==> src/rtl/servo_pwm_capture_if.sv <==
// Signal bundle between a servo PWM source/consumer and the capture block.
interface servo_pwm_capture_if;
   logic        tick;
   logic        PWMIn;
   logic [7:0]  duty;
   logic [11:0] period;
   logic        valid;
   logic        range_err;
   logic        signal_lost;

   modport master (
      output tick,
      output PWMIn,
      input  duty,
      input  period,
      input  valid,
      input  range_err,
      input  signal_lost
   );

   modport slave (
      input  tick,
      input  PWMIn,
      output duty,
      output period,
      output valid,
      output range_err,
      output signal_lost
   );
endinterface

==> src/rtl/servo_pwm_capture.sv <==
// Measures a servo PWM pulse train on a 128 kHz tick and recovers the 8-bit duty code,
// the frame period, a range-error flag and a loss-of-signal flag.
module servo_pwm_capture #(
   parameter int unsigned CLOCK_TICKS_MIN = 64,
   parameter int unsigned TIMEOUT         = 3072  // must fit the 12-bit timeout counter
) (
   input logic                clock,
   input logic                reset,
   servo_pwm_capture_if.slave bus
);
   typedef enum logic [1:0] {StArm, StWaitRise, StHigh, StLow} state_e;

   localparam logic [11:0] WidthMin = 12'(CLOCK_TICKS_MIN);
   localparam logic [11:0] WidthMax = 12'(CLOCK_TICKS_MIN + 255);
   localparam logic [11:0] Timeout  = 12'(TIMEOUT);

   state_e      state_q, state_d;
   logic        sync1_q, sync2_q, prev_q;
   logic [11:0] width_q, width_d;
   logic [11:0] per_cnt_q, per_cnt_d;
   logic [11:0] to_cnt_q, to_cnt_d;
   logic [7:0]  duty_q, duty_d;
   logic [11:0] period_q, period_d;
   logic        valid_q, valid_d;
   logic        range_err_q, range_err_d;
   logic        lost_q, lost_d;

   logic        rise, fall, timeout;
   logic [11:0] to_next, width_off;

   function automatic logic [11:0] sat_inc(input logic [11:0] x);
      return (x == 12'hfff) ? x : x + 12'd1;
   endfunction

   assign rise      = bus.tick & ~prev_q & sync2_q;
   assign fall      = bus.tick & prev_q & ~sync2_q;
   assign to_next   = to_cnt_q + 12'd1;
   // A rise on the timeout tick restarts the counter instead of declaring loss.
   assign timeout   = bus.tick & ~rise & (to_next == Timeout);
   assign width_off = width_q - WidthMin;

   always_ff @(posedge clock or posedge reset) begin
      if (reset) begin
         sync1_q <= 1'b0;
         sync2_q <= 1'b0;
         prev_q  <= 1'b0;
      end else begin
         sync1_q <= bus.PWMIn;
         sync2_q <= sync1_q;
         if (bus.tick) prev_q <= sync2_q;
      end
   end

   always_ff @(posedge clock or posedge reset) begin
      if (reset) state_q <= StArm;
      else       state_q <= state_d;
   end

   always_comb begin
      state_d = state_q;
      if (timeout) begin
         state_d = StArm;
      end else if (bus.tick) begin
         case (state_q)
            StArm:      if (!sync2_q) state_d = StWaitRise;
            StWaitRise: if (rise)     state_d = StHigh;
            StHigh:     if (fall)     state_d = StLow;
            StLow:      if (rise)     state_d = StHigh;
            default:                  state_d = StArm;
         endcase
      end
   end

   always_comb begin
      width_d     = width_q;
      per_cnt_d   = per_cnt_q;
      to_cnt_d    = to_cnt_q;
      duty_d      = duty_q;
      period_d    = period_q;
      range_err_d = range_err_q;
      lost_d      = lost_q;
      valid_d     = 1'b0;
      if (bus.tick) begin
         to_cnt_d = (rise || timeout) ? 12'd0 : to_next;
         if (timeout) begin
            lost_d = 1'b1;
         end else begin
            case (state_q)
               StWaitRise: begin
                  if (rise) begin
                     width_d   = 12'd1;
                     per_cnt_d = 12'd1;
                  end
               end
               StHigh: begin
                  per_cnt_d = sat_inc(per_cnt_q);
                  if (fall) begin
                     valid_d = 1'b1;
                     lost_d  = 1'b0;
                     if (width_q < WidthMin) begin
                        duty_d      = 8'd0;
                        range_err_d = 1'b1;
                     end else if (width_q > WidthMax) begin
                        duty_d      = 8'd255;
                        range_err_d = 1'b1;
                     end else begin
                        duty_d      = width_off[7:0];
                        range_err_d = 1'b0;
                     end
                  end else begin
                     width_d = sat_inc(width_q);
                  end
               end
               StLow: begin
                  if (rise) begin
                     period_d  = per_cnt_q;
                     width_d   = 12'd1;
                     per_cnt_d = 12'd1;
                  end else begin
                     per_cnt_d = sat_inc(per_cnt_q);
                  end
               end
               default: ;
            endcase
         end
      end
   end

   always_ff @(posedge clock or posedge reset) begin
      if (reset) begin
         width_q     <= 12'd0;
         per_cnt_q   <= 12'd0;
         to_cnt_q    <= 12'd0;
         duty_q      <= 8'd0;
         period_q    <= 12'd0;
         valid_q     <= 1'b0;
         range_err_q <= 1'b0;
         lost_q      <= 1'b1;
      end else begin
         width_q     <= width_d;
         per_cnt_q   <= per_cnt_d;
         to_cnt_q    <= to_cnt_d;
         duty_q      <= duty_d;
         period_q    <= period_d;
         valid_q     <= valid_d;
         range_err_q <= range_err_d;
         lost_q      <= lost_d;
      end
   end

   assign bus.duty        = duty_q;
   assign bus.period      = period_q;
   assign bus.valid       = valid_q;
   assign bus.range_err   = range_err_q;
   assign bus.signal_lost = lost_q;
endmodule

==> src/flat_wrapper.sv <==
// flat-port wrapper written by rule: the top's interface ports become plain ports
module servo_pwm_capture_flat 
#(
   parameter int unsigned CLOCK_TICKS_MIN = 64,
   parameter int unsigned TIMEOUT         = 3072                                        
)
  (clock, reset, bus_tick, bus_PWMIn, bus_duty, bus_period, bus_valid, bus_range_err, bus_signal_lost);
  servo_pwm_capture_if bus_i ();
  input logic clock;
  input logic reset;
  input wire logic [$bits(bus_i.tick)-1:0] bus_tick;
  input wire logic [$bits(bus_i.PWMIn)-1:0] bus_PWMIn;
  output wire logic [$bits(bus_i.duty)-1:0] bus_duty;
  output wire logic [$bits(bus_i.period)-1:0] bus_period;
  output wire logic [$bits(bus_i.valid)-1:0] bus_valid;
  output wire logic [$bits(bus_i.range_err)-1:0] bus_range_err;
  output wire logic [$bits(bus_i.signal_lost)-1:0] bus_signal_lost;
  assign bus_i.tick = bus_tick;
  assign bus_i.PWMIn = bus_PWMIn;
  assign bus_duty = bus_i.duty;
  assign bus_period = bus_i.period;
  assign bus_valid = bus_i.valid;
  assign bus_range_err = bus_i.range_err;
  assign bus_signal_lost = bus_i.signal_lost;
  servo_pwm_capture #(.CLOCK_TICKS_MIN(CLOCK_TICKS_MIN), .TIMEOUT(TIMEOUT)) u_core (.clock(clock), .reset(reset), .bus(bus_i));
endmodule
==> config.mk <==
export PLATFORM = sky130hd
export DESIGN_NAME = servo_pwm_capture_flat
export DESIGN_NICKNAME = d
export VERILOG_FILES = /design/src/rtl/servo_pwm_capture_if.sv /design/src/rtl/servo_pwm_capture.sv /design/src/flat_wrapper.sv
export SDC_FILE = /design/constraint.sdc
export NUM_CORES = 1
export LEC_CHECK = 0
export CORE_UTILIZATION = 45
export CTS_CLUSTER_DIAMETER = 150
export DETAILED_ROUTE_END_ITERATION = 7
export PLACE_DENSITY = 0.7
export SYNTH_ARGS = -nofsm -noshare
export SYNTH_HDL_FRONTEND = slang
export SYNTH_SLANG_ARGS = --single-unit
==> constraint.sdc <==
create_clock -name clock -period 7.05 [get_ports clock]
set_input_delay 1.41 -clock clock [delete_from_list [all_inputs] [get_ports clock]]
set_output_delay 1.41 -clock clock [all_outputs]
set_load 0.05 [all_outputs]
==> qor.csv <==
stage;metric;value;unit
floorplan;Core Footprint;0.00725;mm2
setup_path;max incr delay on CP;0.86;ns
placement;GP Congestion;0.801;
clock_tree;CTS tree;yes;
clock_tree;Reg clk slew, reported paths;0.07;ns
timing;slew margin rel.;37.3;%
global_routing;first-pass GRT wire length;11.9;mm
floorplan;IO Pins;27;
setup_path;CP Buf/Inv Count;1;
routing;Vias;2708;
floorplan;Die X;88.8;um
status;status;finished, final reports clean;
clock_tree;clk_lat worst skew;0.35;ns
global_routing;GRT Util Overall;19.9;%
min_path;Hold Path Class;reg2reg;
setup_path;Worst setup SP type;input pin;
clock_tree;buffer count from post-CTS setup fixing;0;
finish;Inserted Diodes;0;
setup_path;worst-path fanout max;21;
global_routing;largest net degree at the start of global routing;65;
clock_tree;clock sinks;64;
clock_tree;CTS buffer count;9;
power;Power Dens Cells;316;mW/mm2
finish;Layout area overhead;15.2;%
timing;Worst Tran Pin Value;0.941;ns
floorplan;initial core utilization;46.7;%
logic_synthesis;Synth Warn #;0;
logic_synthesis;number of synthesized flops with an enable pin;0;
timing;TNS Setup;0;ns
routing;Residual DRC;0;
finish;share of cells above drive strength 1;9.97;%
finish;# nets final;376;
global_routing;initial antenna violation count;0;
setup_path;Crit path max-delay family;simple AND/OR/NAND/NOR gates;
finish;most frequent cells in the layout;dfrtp_1 (63), nand2_1 (34), o21ai_0 (31), clkdlybuf4s50_1 (26), a21oi_1 (24);
timing;crit path time final;4.06;ns
floorplan;Die Height;88.8;um
setup_path;CP arrival;4.33;ns
routing;final wirelength;6.92;mm
setup_path;Cell Chain, Critical Path;clkdlybuf4s50_1 > nor2b_1 > or2_1 > a2111o_1 > a311o_1 > or4_1 > a21oi_1;
timing;hold_ws;0.349;ns
clock_tree;Max Root-Sink Buffers;2;
clock_tree;CTS Root Cell;clkbuf_8;
routing;drt initial violations;145;
placement;hpwl dp;4.66;mm
timing;FMAX;246;MHz
routing;DRT Pass-1 Iters;4;
setup_path;WP data required;7.32;ns
logic_synthesis;post-synthesis register bit count;64;
setup_path;Worst Setup End Kind;flip-flop;
global_routing;vias in the first global route;2542;
placement;Port Buffers;26;
power;Pleak;1.67;nW
logic_synthesis;syn avg cell area;9.80;um2
logic_synthesis;Top FF cell, synth;dfrtp_1;
timing;RSZ-0062 raised after global routing;false;
timing;number of failing hold endpoints at the final stage;0;
logic_synthesis;Synth cell types;54;
timing;setup violators final;0;
power;Worst VDD drop;141;uV
setup_path;WS Path Type;in2reg;
logic_synthesis;Async SR Flop Fraction;100;%
logic_synthesis;Post-Syn Instances;346;
logic_synthesis;post-synthesis cell area;0.00339;mm2
clock_tree;post-cts sizing count;0;
floorplan;num rows;31;
timing;max-slew violation count;0;
setup_path;worst reg-to-reg setup slack;4.40;ns
clock_tree;H-tree depth;3;
setup_path;CP max-delay cell;clkdlybuf4s50_1;
logic_synthesis;net count after synthesis;356;
global_routing;aggregate global routing overflow;0;
floorplan;Die Area;0.00788;mm2
routing;WL/cell;14.7;um
logic_synthesis;sequential share of the synthesized area;47.3;%
clock_tree;hold-fix buffer count after cts;0;
timing;final cycle utilization of the critical path;57.6;%
finish;most common cell after layout, fill and taps aside;dfrtp_1;
job;max-cap viol count;0;
timing;clk_skew;0.00398;ns
routing;post-route ant nets;0;
routing;drt via density;5.76;
## report_power, final
part	leakage, nW	total (mW)	internal [mW]	switching [mW]
combinational	0.715	0.369	0.136	0.234
clock	0.108	0.347	0.209	0.138
sequential	0.842	0.519	0.444	0.0755
## flip-flops by register name, summed over array words and instances, names as in the netlist
signal,count
u_core.bus.duty,8
u_core.bus.period,12
u_core.bus.range_err,1
u_core.bus.signal_lost,1
u_core.bus.valid,1
u_core.per_cnt_q,12
u_core.prev_q,1
u_core.state_q,2
u_core.sync1_q,1
u_core.sync2_q,1
u_core.to_cnt_q,12
u_core.width_q,12
## final timing paths
kind,start,cells past startpoint,end
max in group asynchronous,reset,3,u_core.per_cnt_q[7]
setup / recovery,bus_tick,7,u_core.width_q[11]
setup reg to reg,u_core.to_cnt_q[0],7,u_core.per_cnt_q[2]
hold / removal,u_core.sync1_q,0,u_core.sync2_q
min in group asynchronous,reset,3,u_core.width_q[6]
hold reg to reg,u_core.sync1_q,0,u_core.sync2_q
## cell type report
cell class | instances | area [um2]
sequential | 64 | 1600
tap | 99 | 124
multi-input combinational | 255 | 1660
clock inverter | 3 | 65.1
timing repair buffer | 27 | 268
clock buffer | 13 | 149
inverter | 9 | 33.8
fill | 677 | 3350
## cell usage after synthesis, types with 4 or more instances
cell type,n,area (um2)
o21ai_0,31,155
ha_1,6,75.1
inv_1,9,33.8
nor2b_1,4,25.0
and3_1,10,62.6
nand2_1,34,128
nand2b_1,8,50.1
and4_1,4,35.0
nand4_1,6,37.5
buf_4,4,30.0
a31oi_1,15,93.8
nor2_1,13,48.8
dfrtp_1,63,1580
nand3_1,17,85.1
clkbuf_1,9,33.8
or4_1,4,30.0
a21oi_1,24,120
mux2_2,13,146
buf_2,5,25.0
or3_1,12,75.1
## logic make-up (layout without fill, tap and decap cells)
logic type,Yosys count,count (layout),synth area share (%)
xor gates and xnor gates,2,2,0.517
adders and majority gates,7,7,2.51
muxes,16,16,5.20
and+or+nand+nor,126,126,20.0
buffers and inverters,27,52,3.62
DFF,64,64,47.3
AOI/OAI and AO/OA,104,104,20.8
## through the flow
stage / area (um2) / utilization, % / setup WS (ns) / std cells / total power, mW
finish: 3910 / 53.9 / 2.99 / 470 / 1.24
global placement: 3690 / 50.9 / 2.67 / 454 / 0.885
global route: 3910 / 53.9 / 2.83 / 470 / 1.31
floorplan: 3390 / - / 3.83 / 346 / 0.784
detailed placement: 3690 / 50.9 / 2.63 / 454 / 0.897
CTS: 3910 / 53.9 / 2.98 / 470 / 1.25
## worst reg2reg max path, delay by kind of cell, from the launching register on
kind,cells,cell delay [ns]
compound gates,3,0.93
fa+ha+maj,1,0.26
flops,1,0.43
simple gates,3,0.94
## layer usage
metal | track usage [%] | part of all wire [%] | vias to the layer above
met4 | 9.82 | 2.1 | 0
met1 | 26.4 | 49 | 1322
met2 | 31.2 | 46 | 44
met3 | 3.92 | 2.8 | 12
met5 | 0 | 0 | -
li1 | - | - | 1330
No activity file was read; power rests on OpenSTA's default activity.
